File: src/rtl/instr_fetch.sv
// Instruction fetch stage: owns the PC, issues word reads over a request/grant
// port, buffers in-order returns and hands them to decode with valid/ready.
module instr_fetch #(
  parameter logic [31:0] RESET_PC = 32'h0000_0000,
  parameter int          DEPTH    = 2
) (
  input  logic        clk,
  input  logic        rst_n,
  output logic        imem_req,
  output logic [31:0] imem_addr,
  input  logic        imem_gnt,
  input  logic        imem_rvalid,
  input  logic [31:0] imem_rdata,
  input  logic        redirect,
  input  logic [31:0] redirect_pc,
  output logic        instr_valid,
  output logic [31:0] instr,
  output logic [31:0] instr_pc,
  input  logic        instr_ready
);

  localparam int          PW  = $clog2(DEPTH);
  localparam int          CW  = PW + 1;
  localparam logic [31:0] NOP = 32'h0000_0013;
  localparam logic [CW:0] CAP = (CW+1)'(DEPTH);

  logic          rst_n_q;
  logic [31:0]   pc;

  // Instruction buffer: {instr, pc} pairs awaiting decode.
  logic [31:0]   buf_instr [DEPTH];
  logic [31:0]   buf_pc    [DEPTH];
  logic [PW-1:0] buf_rd;
  logic [PW-1:0] buf_wr;
  logic [CW-1:0] count;

  // Issued addresses, popped one per return so each word pairs with its pc.
  logic [31:0]   addr_q [DEPTH];
  logic [PW-1:0] addr_rd;
  logic [PW-1:0] addr_wr;
  logic [CW-1:0] outst;
  logic [CW-1:0] kill;

  logic [CW:0]   inflight;
  logic          grant;
  logic          ret;
  logic          keep;
  logic          pop;
  logic [31:0]   pc_nxt;
  logic [CW-1:0] outst_nxt;
  logic [CW-1:0] kill_nxt;
  logic [CW-1:0] count_nxt;

  logic          unused_pc_bits;
  assign unused_pc_bits = ^redirect_pc[1:0];

  // Both ports use strict valid/ready: a transfer happens on a rising edge
  // where valid and ready (gnt) are both high; while valid is high and the
  // transfer has not happened, the payload is held stable.
  assign imem_addr   = pc;
  assign instr_valid = (count != '0);
  assign instr       = buf_instr[buf_rd];
  assign instr_pc    = buf_pc[buf_rd];

  always_comb begin
    inflight  = {1'b0, outst} + {1'b0, count};
    imem_req  = rst_n_q && !redirect && (inflight < CAP);
    grant     = imem_req && imem_gnt;
    ret       = imem_rvalid && (outst != '0);
    keep      = ret && (kill == '0) && !redirect;
    pop       = instr_valid && instr_ready;
    outst_nxt = outst + CW'(grant) - CW'(ret);

    pc_nxt = pc;
    if (redirect) begin
      pc_nxt = {redirect_pc[31:2], 2'b00};
    end else if (grant) begin
      pc_nxt = pc + 32'd4;
    end

    // Every read still in flight after a redirect belongs to the old path.
    kill_nxt = kill;
    if (redirect) begin
      kill_nxt = outst_nxt;
    end else if (ret && (kill != '0)) begin
      kill_nxt = kill - CW'(1);
    end

    count_nxt = count;
    if (redirect) begin
      count_nxt = '0;
    end else begin
      count_nxt = count + CW'(keep) - CW'(pop);
    end
  end

  always_ff @(posedge clk) begin
    rst_n_q <= rst_n;
  end

  always_ff @(posedge clk) begin
    if (!rst_n) begin
      pc      <= RESET_PC;
      count   <= '0;
      outst   <= '0;
      kill    <= '0;
      buf_rd  <= '0;
      buf_wr  <= '0;
      addr_rd <= '0;
      addr_wr <= '0;
      for (int i = 0; i < DEPTH; i++) begin
        buf_instr[i] <= NOP;
        buf_pc[i]    <= RESET_PC;
        addr_q[i]    <= RESET_PC;
      end
    end else begin
      pc    <= pc_nxt;
      count <= count_nxt;
      outst <= outst_nxt;
      kill  <= kill_nxt;

      if (grant) begin
        addr_q[addr_wr] <= pc;
        addr_wr         <= addr_wr + PW'(1);
      end
      if (ret) begin
        addr_rd <= addr_rd + PW'(1);
      end

      if (keep) begin
        buf_instr[buf_wr] <= imem_rdata;
        buf_pc[buf_wr]    <= addr_q[addr_rd];
        buf_wr            <= buf_wr + PW'(1);
      end
      // A flush empties the buffer by catching the read pointer up.
      if (redirect) begin
        buf_rd <= buf_wr;
      end else if (pop) begin
        buf_rd <= buf_rd + PW'(1);
      end
    end
  end

endmodule

File: config.mk
export PLATFORM = sky130hd
export DESIGN_NAME = instr_fetch
export DESIGN_NICKNAME = d
export VERILOG_FILES = /design/src/rtl/instr_fetch.sv
export SDC_FILE = /design/constraint.sdc
export NUM_CORES = 1
export LEC_CHECK = 0
export ABC_AREA = 1
export BUFFER_PORTS_ARGS = -buffer_cell sky130_fd_sc_hd__buf_2
export CAP_MARGIN = 20
export CORE_MARGIN = 4
export CORE_UTILIZATION = 25
export DETAILED_ROUTE_END_ITERATION = 7
export GPL_TIMING_DRIVEN = 0
export PLACE_DENSITY_LB_ADDON = 0.05
export RECOVER_POWER = 100
export SETUP_SLACK_MARGIN = 0.3
export SYNTH_ARGS = -nofsm -noshare
export SYNTH_HDL_FRONTEND = slang
export SYNTH_SLANG_ARGS = --single-unit
File: constraint.sdc
create_clock -name clk -period 3.8 [get_ports clk]
set_clock_uncertainty 0.2 [all_clocks]
set_input_delay 0.38 -clock clk [delete_from_list [all_inputs] [get_ports clk]]
set_output_delay 0.38 -clock clk [all_outputs]
set_load 0.02 [all_outputs]
==> qor.yml <==
drc: 0
post-cts-setup-buffer-count: 0
routed_wl_mm: 30.52
slew_headroom: 0.3725
fillCellCount: 4268
core_area_um2: 41020
yosysTopAreaCell: "edfxtp_1"
final-hold-violation-count: 0
ir_drop_mv: 0.2305
yosysSeqAreaShare: 0.6138
tightest_slew_ns: 0.9413
grt.overflow.total: 0
dieArea_um2: 44940
path_delay_family: "simple AND/OR/NAND/NOR gates"
final_cell_mix: "nor2_1 (213), edfxtp_1 (184), nand2_1 (132), clkbuf_1 (115), inv_1 (113)"
diodes: 0
die_w_um: 212.0
place_congestion: 0.7496
place_inst: 1684
pwr-share-comb: 0.148
ant_nets: 0
hpwlAfterDp_mm: 21.40
drv_cap: 0
fmax_ghz: 0.3144
area_growth_pct: 26.87
syn_area_per_cell_um2: 10.54
pwr-share-seq: 0.455
ios: 168
period_needed_ns: 3.181
synth_cell_types: 37
grt_max_degree: 49
switching_power_mw: 1.741
timing.critical_path.buf_inv: 2
timing.final.crit_share: 0.8371
port_buffers: 160
synth_area_leaders: "edfxtp_1 (53%), dfxtp_1 (8.3%), nor2_1 (7.6%), mux2_2 (6.7%), nand2_1 (4.9%)"
cts_tree: "built"
async_flop_share: 0
multi_input_area_um2: 3323
ctsLongestPathBuffers: 3
p_per_area_nw_per_um2: 484.8
grt_pass1_wl_mm: 46.36
syn_inst: 987
crit_type: "flop to flop"
drt_iter0_drc: 254
initial_core_util: 0.2536
yosysTopAreaCellShare: 0.5311
p_leak_nw: 5.148
netSwitchingFraction: 0.2720
grt_pass1_vias: 7608
rows: 74
drive_above_1_share: 0.1749
crit_path_end_kind: "flop"
layout_commonest_cell: "nor2_1"
crit_fanout: 30
synth-seq-cells: 227
clk_pin_slew_ns: 0.06
fin_nets: 1313
htreeDepth: 1
critPathRequiredTime_ns: 3.77
die-height_um: 212.0
cts_root_buf: "clkbuf_16"
clkLatencyLatePin_ns: 0.54
min_path_type: "input port to flop"
ys_warn_count: 0
drtPass1Iterations: 5
pre_cts_ws_ns: 0.5834
syn_area_um2: 10400
setup_ws_ns: 0.6192
antenna_found_initial: 0
clock-sinks: 227
yosys_most_used_dff: "edfxtp_1"
dr_total_vias: 7361
synth_edf_count: 184
finalMaxSlewViolations: 0
clock_power_share: 0.396
cts_buffers: 28
start_kind: "flop"
crit_arrival_ns: 3.15
power_mw: 6.399
final_cells: 1790
rsz0062_at_grt: "false"
ff_latch_area_um2: 6386
grtUsageTotal: 0.1335
setup_viol: 0
outcome: "finished, final reports clean"
power.internal_mw: 4.658
vias_per_cell: 4.112
path_cells: "nand2_1 > inv_1 > fa_1 > nor2_1 > nand4_4 > nor2_1 > nand2_1 > clkbuf_1 > nand2_2"
wl_per_cell_um: 17.05
critical_path.max_stage_delay_ns: 0.68
critPathSlowestCell: "nand2_2"
==> registers in the layout (all words and copies together) (netlist names), named ones only <==
signal and cells:
addr_q 60, addr_rd 1, addr_wr 1, buf_instr 64, buf_pc 60, buf_rd 1, buf_wr 1, count 2
imem_addr 30, kill 2, outst 2, rst_n_q 1
==> synthesized netlist by cell type (2+ instances only) <==
cell,instances
a21oi_1,31
a31oi_1,4
and2_1,2
buf_1,2
buf_2,25
buf_4,6
buf_6,6
clkbuf_1,6
dfxtp_1,43
edfxtp_1,184
ha_1,6
inv_1,111
inv_2,3
mux2_2,62
mux2i_1,30
nand2_1,135
nand2_2,5
nand2_4,3
nand3_1,39
nor2_1,212
nor2_2,8
nor2_4,6
o21ai_0,33
o21ai_1,4
or2_2,3
xor2_1,7
==> layer usage <==
layer,global-route usage,vias to the layer above,share of wire
li1,-,3758,-
met1,0.1912,3408,0.48
met2,0.2147,161,0.45
met3,0.02199,34,0.050
met4,0.02705,0,0.013
met5,0,-,0
==> layout make-up <==
type	instances	area share
Inverter	116	0.03346
Tap cell	532	0.05043
Buffer	45	0.01621
Multi-Input combinational cell	602	0.2518
Sequential cell	227	0.4838
Timing Repair Buffer	216	0.09811
Clock inverter	11	0.003981
Clock buffer	41	0.06219
==> tightest hold or removal path: stages <==
cell and delay, ns:
buf_6 0.13, inv_6 0.06, nand2_1 0.06, a31oi_1 0.07
==> final timing paths <==
| path | endpoint | slack (ns) | from | cells after the start |
|---|---|---|---|---|
| min reg2reg | addr_rd | 0.25 | addr_rd | 1 |
| max | addr_q[0][17] | 0.62 | outst[0] | 9 |
| min | imem_addr[3] | 0.02 | redirect | 4 |
| max reg2reg | addr_q[0][17] | 0.62 | outst[0] | 9 |
==> cells by family (layout without fill, tap and decap cells) <==
| family | after synthesis | in the layout | synth area share |
|---|---|---|---|
| compound gates | 76 | 76 | 0.03824 |
| flops | 227 | 227 | 0.6138 |
| buf+inv | 161 | 429 | 0.06819 |
| other cells | 1 | 4 | 0.0003604 |
| mux | 92 | 92 | 0.09597 |
| xor+xnor | 8 | 8 | 0.006735 |
| fa+ha+maj | 7 | 7 | 0.009140 |
| simple gates | 415 | 415 | 0.1675 |
==> through the flow <==
stage                     instance area (um2)  setup TNS, ns  hold WS, ns  utilization
final                                   13200              0      0.01585       0.3218
after global routing                    13200              0     0.004137       0.3218
after CTS                               13360              0     0.002264       0.3258
after detailed placement                11950              0       0.2465       0.2913
after global placement                  11880        -122.23       0.2350       0.2897
after floorplan                         10420              0       0.2077            -
==> power by group through the flow <==
stage          combinational (mW)  sequential [mW]  clock [mW]
4_1_cts                      1.01             2.92        2.62
3_5_place_dp                0.963             2.97           0
6_report                    0.950             2.91        2.54
2_1_floorplan               0.592             2.97           0
3_3_place_gp                0.958             2.98           0
5_1_grt                      1.05             2.93        2.73
==> what timing repair did <==
| item | CTS | global route |
|---|---|---|
| gates resized for setup | 0 | 0 |
| hold buffers | 54 | 0 |
| hold endpoints to repair | 86 | 0 |
No activity file was read; power rests on OpenSTA's default activity.
